===== config.mk =====
export PLATFORM = sky130hd
export DESIGN_NAME = mem_pattern_tester
export DESIGN_NICKNAME = d
export VERILOG_FILES = /design/src/rtl/mem_pattern_tester.sv
export SDC_FILE = /design/constraint.sdc
export NUM_CORES = 1
export LEC_CHECK = 0
export ABC_AREA = 1
export BUFFER_PORTS_ARGS = -buffer_cell sky130_fd_sc_hd__buf_2
export CORE_AREA = 2 2 82 84
export DETAILED_ROUTE_END_ITERATION = 6
export DIE_AREA = 0 0 84 86
export PLACE_DENSITY = 0.95
export SKIP_CTS_REPAIR_TIMING = 1
export SLEW_MARGIN = 20
export SYNTH_ARGS = -nofsm -noshare
export SYNTH_HDL_FRONTEND = slang
export SYNTH_SLANG_ARGS = --single-unit

===== constraint.sdc =====
create_clock -name clk -period 3.1 [get_ports clk]
set_input_delay 0.465 -clock clk [delete_from_list [all_inputs] [get_ports clk]]
set_output_delay 0.465 -clock clk [all_outputs]
set_load 0.01 [all_outputs]

===== src/rtl/mem_pattern_tester.sv =====
// mem_pattern_tester: runs a write-then-verify pass over memory addresses
// 0..DEPTH-1. Each word is written with a pattern selected by mode and then
// read back one address at a time. Mismatches are counted, and the first
// failing address is recorded.
module mem_pattern_tester #(
  parameter int ADDR_WIDTH   = 16,
  parameter int DATA_WIDTH   = 16,
  parameter int DEPTH        = 16,
  parameter int READ_LATENCY = 1,
  parameter logic [DATA_WIDTH-1:0] PATTERN = DATA_WIDTH'(16'h5A5A),
  parameter int ERR_WIDTH    = 16
) (
  input  logic                  clk,
  input  logic                  reset,
  input  logic                  start,
  input  logic [1:0]            mode,
  output logic [ADDR_WIDTH-1:0] address,
  output logic                  enable,
  output logic                  read_write,
  output logic [DATA_WIDTH-1:0] data_out,
  output logic                  data_oe,
  input  logic [DATA_WIDTH-1:0] data_in,
  output logic                  busy,
  output logic                  done,
  output logic                  pass,
  output logic [ERR_WIDTH-1:0]  err_count,
  output logic [ADDR_WIDTH-1:0] first_fail_addr
);

  typedef enum logic [2:0] {
    S_IDLE  = 3'd0,
    S_WRITE = 3'd1,
    S_READ  = 3'd2,
    S_WAIT  = 3'd3,
    S_DONE  = 3'd4
  } state_t;

  localparam logic [1:0] MODE_ALT0  = 2'd0;
  localparam logic [1:0] MODE_ALT1  = 2'd1;
  localparam logic [1:0] MODE_ADDR  = 2'd2;

  // Highest tested address. It is compared against and never incremented
  // past, so DEPTH == 2**ADDR_WIDTH cannot wrap.
  localparam logic [ADDR_WIDTH-1:0] LAST_ADDR = ADDR_WIDTH'(DEPTH - 1);

  // The wait counter counts down from READ_LATENCY-1 to 0. Zero marks the
  // edge where data_in is valid.
  localparam int CNT_W = (READ_LATENCY > 1) ? $clog2(READ_LATENCY) : 1;
  localparam logic [CNT_W-1:0] LAT_LOAD = CNT_W'(READ_LATENCY - 1);

  localparam logic [ERR_WIDTH-1:0] ERR_MAX = '1;

  state_t                  state, state_next;
  logic [ADDR_WIDTH-1:0]   addr;
  logic [CNT_W-1:0]        wait_cnt;
  logic [1:0]              mode_q;
  logic                    last_addr;
  logic                    wait_last;
  logic [DATA_WIDTH-1:0]   expected;

  // Pattern word that address a must hold for the selected mode.
  function automatic logic [DATA_WIDTH-1:0] expected_word(
    input logic [1:0]            m,
    input logic [ADDR_WIDTH-1:0] a
  );
    case (m)
      MODE_ALT0: return a[0] ? ~PATTERN : PATTERN;
      MODE_ALT1: return a[0] ? PATTERN : ~PATTERN;
      MODE_ADDR: return DATA_WIDTH'(a);
      default:   return PATTERN;
    endcase
  endfunction

  assign last_addr = (addr == LAST_ADDR);
  assign wait_last = (wait_cnt == '0);
  assign expected  = expected_word(mode_q, addr);
  assign address   = addr;

  // State register. Reset takes priority over every transition.
  // NOTE: sequential state uses non-blocking (<=) so all registers update
  // from the same pre-edge values; blocking here would create order-dependent races.
  always_ff @(posedge clk) begin
    if (reset) state <= S_IDLE;
    else       state <= state_next;
  end

  // Next-state logic. Start is accepted only when not busy.
  // NOTE: state_next gets a default before the case, so every path assigns
  // it and no latch is inferred.
  always_comb begin
    state_next = state;
    case (state)
      S_IDLE,
      S_DONE:  if (start) state_next = S_WRITE;
      S_WRITE: if (last_addr) state_next = S_READ;
      S_READ:  state_next = S_WAIT;
      S_WAIT:  if (wait_last) state_next = last_addr ? S_DONE : S_READ;
      default: state_next = S_IDLE;
    endcase
  end

  // Datapath: address walk, latency counter, mode latch and error capture.
  always_ff @(posedge clk) begin
    if (reset) begin
      addr            <= '0;
      wait_cnt        <= '0;
      mode_q          <= '0;
      err_count       <= '0;
      first_fail_addr <= '0;
    end else begin
      case (state)
        S_IDLE,
        S_DONE: begin
          if (start) begin
            addr            <= '0;
            mode_q          <= mode;
            err_count       <= '0;
            first_fail_addr <= '0;
          end
        end
        S_WRITE: begin
          addr <= last_addr ? '0 : addr + ADDR_WIDTH'(1);
        end
        S_READ: begin
          wait_cnt <= LAT_LOAD;
        end
        S_WAIT: begin
          if (!wait_last) begin
            wait_cnt <= wait_cnt - CNT_W'(1);
          end else begin
            if (data_in != expected) begin
              // err_count still being zero means this is the first miss.
              if (err_count == '0) first_fail_addr <= addr;
              if (err_count != ERR_MAX) err_count <= err_count + ERR_WIDTH'(1);
            end
            if (!last_addr) addr <= addr + ADDR_WIDTH'(1);
          end
        end
        default: ;
      endcase
    end
  end

  // Output decode from the current state. Memory is driven only in WRITE and READ.
  always_comb begin
    enable     = 1'b0;
    read_write = 1'b1;
    data_oe    = 1'b0;
    data_out   = '0;
    busy       = 1'b0;
    done       = 1'b0;
    pass       = 1'b0;
    case (state)
      S_WRITE: begin
        enable     = 1'b1;
        read_write = 1'b0;
        data_oe    = 1'b1;
        data_out   = expected;
        busy       = 1'b1;
      end
      S_READ: begin
        enable = 1'b1;
        busy   = 1'b1;
      end
      S_WAIT: busy = 1'b1;
      S_DONE: begin
        done = 1'b1;
        pass = (err_count == '0);
      end
      default: ;
    endcase
  end

endmodule


# Word-level counts from Yosys, hierarchy flattened
# Cells that the tools add are included.
classes:
  addsub: 3
  eq_ne: 16
  n_mux: 30
  n_reduce_logical: 14
op_table:
  columns: ["op", "n"]
  rows:
  - ["2-to-1 mux 16 bit", 13]
  - ["one-hot mux 16 bit (3 select lines)", 2]
  - ["one-hot mux 16 bit (2 select lines)", 2]
  - ["adder 16 x 1 -> 16 bit, second input constant", 2]
  - ["equality test 16 x 4 -> 1 bit, second input constant", 1]
  - ["zero test 16 bit", 1]
  - ["!= test 16 bit", 1]
  - ["!= test 16 bit, second input constant", 1]
  - ["!= test 2 bit, second input constant", 7]
  - ["2-to-1 mux 3 bit", 4]
  - ["one-hot mux 3 bit (4 select lines)", 1]
  - ["AND reduction 5 bit", 2]
  - ["2-to-1 mux 1 bit", 7]
  - ["equality test 3 x 2 -> 1 bit, second input constant", 2]
  - ["AND reduction 4 bit", 1]
  - ["nonzero test 2 bit", 2]
  - ["OR reduction 2 bit", 2]
  - ["equality test 3 x 1 -> 1 bit, second input constant", 1]
  - ["equality test 3 bit, second input constant", 1]
  - ["zero test 3 bit", 1]
  - ["AND reduction 3 bit", 1]
  - ["nonzero test 3 bit", 1]
  - ["OR reduction 3 bit", 1]
  - ["equality test 2 x 1 -> 1 bit, second input constant", 1]
  - ["other kinds (5)", 5]
word_totals:
  ff_bits: 54
  inputBits: 21
  output_inout_bits: 70
  wordCells: 69

# Longest topological paths before layout
logic_depth:
  word_depth: 6
  mapped_depth: 15
  depth_no_buf: 13

# Least setup slack after synthesis
# Ideal clock, no wire load.
synth_timing:
  path_type: "reg-to-reg"
  startpoint: "reg err_count[1]"
  endpoint: "reg err_count[10]"
  setup_time_ns: 0.115
  arrival_ns: 1.702
  required_time_ns: 2.985
  slack_ns: 1.283
  path_stages_with_launch: 12
  n_path_buf: 1
  period_less_slack_ns: 1.817
  path_cell_list: "dfxtp_1 -> ha_1 -> nand2_1 -> nor2_1 -> nand3_1 -> nor2_1 -> inv_1 -> nor2_1 -> a31oi_1 -> clkbuf_1 -> a21oi_1 -> nor2_1"
synth_between:
  elab_chain_len: 5
  elab_cells_between_ends: 8
  classes_between: "add/sub: 1; eq/ne: 2; mux: 4; reduce/logical: 1"
synth_lines:
  columns: ["item", "line_no", "source"]
  rows:
  - ["start, declared", "26", "output logic [ERR_WIDTH-1:0] err_count,"]
  - ["start signal, assigned", "134", "if (err_count != ERR_MAX) err_count <= err_count + ERR_WIDTH'(1);"]
  - ["adder 16 x 1 -> 16 bit", "134", null]
  - ["2-to-1 mux 16 bit", "134", null]
  - ["2-to-1 mux 16 bit", "131", "if (data_in != expected) begin"]
  - ["2-to-1 mux 16 bit", "128", "if (!wait_last) begin"]
  - ["one-hot mux 16 bit (2 select lines)", "111", "case (state)"]
# Several ways; a longest one is shown, not always the timed one. The select of a mux whose other input is x is not followed.
# A chain may end at the register's enable or synchronous reset.

# Worst setup path in the final report
layout_timing:
  startpoint: "reg addr[0], in the netlist address[0]"
  endpoint: "reg first_fail_addr[9]"
layout_between:
  elab_chain_len: 5
  elab_cells_between_ends: 6
  classes_between: "eq/ne: 2; mux: 3; reduce/logical: 1"
layout_lines:
  columns: ["item", "line_no", "source"]
  rows:
  - ["start, declared", "54", "logic [ADDR_WIDTH-1:0] addr;"]
  - ["start signal, assigned", "122", "addr <= last_addr ? '0 : addr + ADDR_WIDTH'(1);"]
  - ["start signal, assigned", "136", "if (!last_addr) addr <= addr + ADDR_WIDTH'(1);"]
  - ["2-to-1 mux 16 bit (on tied branches)", "68, 67", null]
  - ["one-hot mux 16 bit (3 select lines) *", "66", "case (m)"]
  - ["!= test 16 bit *", "131", null]
  - ["!= test 2 bit (no line) *", null, null]
  - ["AND reduction 5 bit (no line) *", null, null]
  - ["end signal, assigned", "133", "if (err_count == '0) first_fail_addr <= addr;"]
  - ["end, declared", "27", "output logic [ADDR_WIDTH-1:0] first_fail_addr"]
# Every way passes the cells marked *; elsewhere a longest branch is shown, timed or not.

==> impl_metrics.csv <==
group,metric,value,unit
routing,vias,4237,
yosys,yosys.area.top_type,"dfxtp_1",
global_route,grt_max_degree,45,
worst_setup_path,cp.required,3.36,ns
timing,fmax,0.3974,GHz
yosys,netlist_area,3606,sq um
timing,clock-skew-final,0.003872,ns
yosys,synth_most_common_cell,"nand2_1",
routing,drt-pass1-iter-count,5,
timing,slew_viol_final,0,
pwr,power_density,453.1,nW/um^2
place,port_buffers,90,
place,dpl.hpwl,7.179,mm
final_layout,num_antenna_cells,0,
place,place_inst,757,
pwr,power.leakage,2.116,nW
global_route,antenna_found_initial,0,
timing,worst_pin_slew,0.5650,ns
routing,wl_per_cell,12.89,um
global_route,gr-total-overflow,0,
clock_tree,clock-sinks,53,
routing,route.detailed.drc,0,
place,gp_congestion,0.9215,
global_route,grt_pass1_vias,3540,
yosys,yosys-top-cells-area,"dfxtp_1, nand2_1, nand3_1",
flow_run,drv_cap,0,
yosys,ys_ff_latch,53,
timing,relSlewSlack,62.29,%
floorplanning,start_util,57.44,%
worst_setup_path,worstPathMaxFanout,44,
timing,timing.final.crit_period,2.517,ns
timing,rsz0062_at_grt,"false",
final_layout,fillers,569,
yosys,syn_nets,637,
clock_tree,clk_pin_slew,0.10,ns
timing,fin_ws,0.5833,ns
clock_tree,clock_path_buffers,2,
yosys,synthTopCellsByCount,"nand2_1, nand3_1, inv_1",
yosys,synth_enable_flop_cells,0,
yosys,synth_top_area_share,29.42,%
final_layout,fin_nets,711,
floorplanning,die_width,84,um
min_path,hold_path.class,"input port to register",
floorplanning,placementRows,29,
clock_tree,root_buffer,"clkbuf_8",
floorplanning,die_h,86,um
worst_setup_path,critical_path_class,"register to register",
yosys,synth_area_per_cell,5.882,sq um
yosys,async_flop_share,0,%
final_layout,area_delta_synth_final,15.37,%
clock_tree,htreeDepth,2,
pwr,peakVddDrop,373.9,uV
worst_setup_path,critPathLaunchType,"register",
timing,setup_tns,0,ns
yosys,ys_seq_area_share,29.42,%
yosys,synth_cell_type_count,26,
timing,final-setup-viol-count,0,
clock_tree,numCtsBuffers,5,
floorplanning,io_pins,91,
yosys,yosysWarnings,0,
routing,drtIter0Drc,382,
place,place_ws,0.6521,ns
min_path,worstHoldStart,"mode[1]",
floorplanning,dieArea,7224,sq um
yosys,synthCells,613,
timing,fin_crit_sh,81.18,%
global_route,grt_first_pass_wirelength,16.06,mm
worst_setup_path,worstSetupStartpoint,"address[0]$_SDFFE_PP0P_",
clock_tree,cts_tree,"built",
global_route,grt_use_total,26.47,%
worst_setup_path,end_kind,"register",
worst_setup_path,critPathArrivalTime,2.78,ns
final_layout,stdcell_count,765,
routing,wl,9.861,mm
clock_tree,clock_latency,0.32,ns
routing,routed_via_density,5.539,
timing,hold_viol,0,
worst_setup_path,timing.rr.start,"address[0]$_SDFFE_PP0P_",
outcome,status,"complete, no violations",
floorplanning,core-area,6277,sq um
routing,ant_nets,0,
final_layout,drive_above_1_share,17.01,%
yosys,synth_ff_type,"dfxtp_1",
==> cell type report <==
type                       count  area, sq um  area share (%)
clock inverter                 3        26.28          0.6316
timing repair buffer          99        530.5           12.75
clock buffer                   5        68.82           1.654
inverter                      78        292.8           7.038
tap                           77        96.34           2.316
sequential                    53         1061           25.50
multi-input combinational    450         2085           50.11
==> metrics by stage <==
| stage | area [sq um] | utilization (%) | power, mW | hold slack, ns |
|---|---|---|---|---|
| after detailed placement | 4065 | 64.76 | 1.471 | 0.4629 |
| after CTS | 4160 | 66.27 | 1.880 | 0.4222 |
| after global placement | 4065 | 64.76 | 1.450 | 0.4564 |
| after global routing | 4160 | 66.27 | 2.000 | 0.4616 |
| after floorplan | 3606 | - | 1.279 | 0.5059 |
| final | 4160 | 66.27 | 1.885 | 0.4229 |
==> where the power goes <==
part	total, mW	switching [mW]	internal (mW)
Clock	0.422	0.257	0.165
Combinational	0.659	0.413	0.246
Sequential	0.804	0.0624	0.742
==> cell usage in the layout, fill, tap and decap left out, types with 2 or more instances in the layout <==
cell / count
clkinv_1: 2
a31oi_1: 2
nor3_1: 9
nand2_1: 153
xor2_1: 3
dfxtp_1: 53
nand4_1: 23
nor2_2: 3
inv_1: 74
o21ai_0: 17
buf_4: 8
inv_2: 2
nor2_1: 72
nor4_1: 5
o211ai_1: 6
nand3_1: 94
a21oi_1: 53
clkbuf_8: 5
ha_1: 3
buf_2: 90
clkinvlp_4: 2
==> metal layers <==
metal  global-route usage (%)  wire length (um)  vias to the layer above
met4                    11.73               266                        0
met2                    43.13              4485                      210
met1                    34.77              4376                     1862
met3                    4.235               732                       24
li1                         -                 -                     2141
met5                        0                 0                        -
==> worst max-delay path, cell delays in order, from the launching register on <==
cell and delay (ns):
dfxtp_1 0.39, inv_1 0.13, nand3_2 0.45, nand2_1 0.18, inv_1 0.07, nand3_1 0.06, nand2_1 0.08, nor2_1 0.10
nand2_1 0.08, nor2_2 0.10, nand2_2 0.27, buf_12 0.29, nand3_1 0.08, nand2_1 0.06, nor2_1 0.10
==> flip-flops by register name, indices dropped and copies added (netlist names) <==
name,cells
address,16
err_count,16
first_fail_addr,16
mode_q,2
state,3
==> worst paths after layout <==
path / endpoint / slack, ns / depth (start not counted)
max: first_fail_addr[9]$_SDFFE_PP0P_ / 0.58 / 14
min: mode_q[1]$_SDFFE_PP0P_ / 0.42 / 3
max reg2reg: first_fail_addr[9]$_SDFFE_PP0P_ / 0.58 / 14
min reg2reg: first_fail_addr[13]$_SDFFE_PP0P_ / 0.49 / 2
==> cell families after synthesis <==
family	count (synthesis)	share of synthesized area (%)
simple gates	362	43.65
flops	53	29.42
buf+inv	110	13.12
compound gates	82	12.04
xor+xnor	3	0.7288
fa+ha+maj	3	1.041
Power figures use the tool's default switching activity.
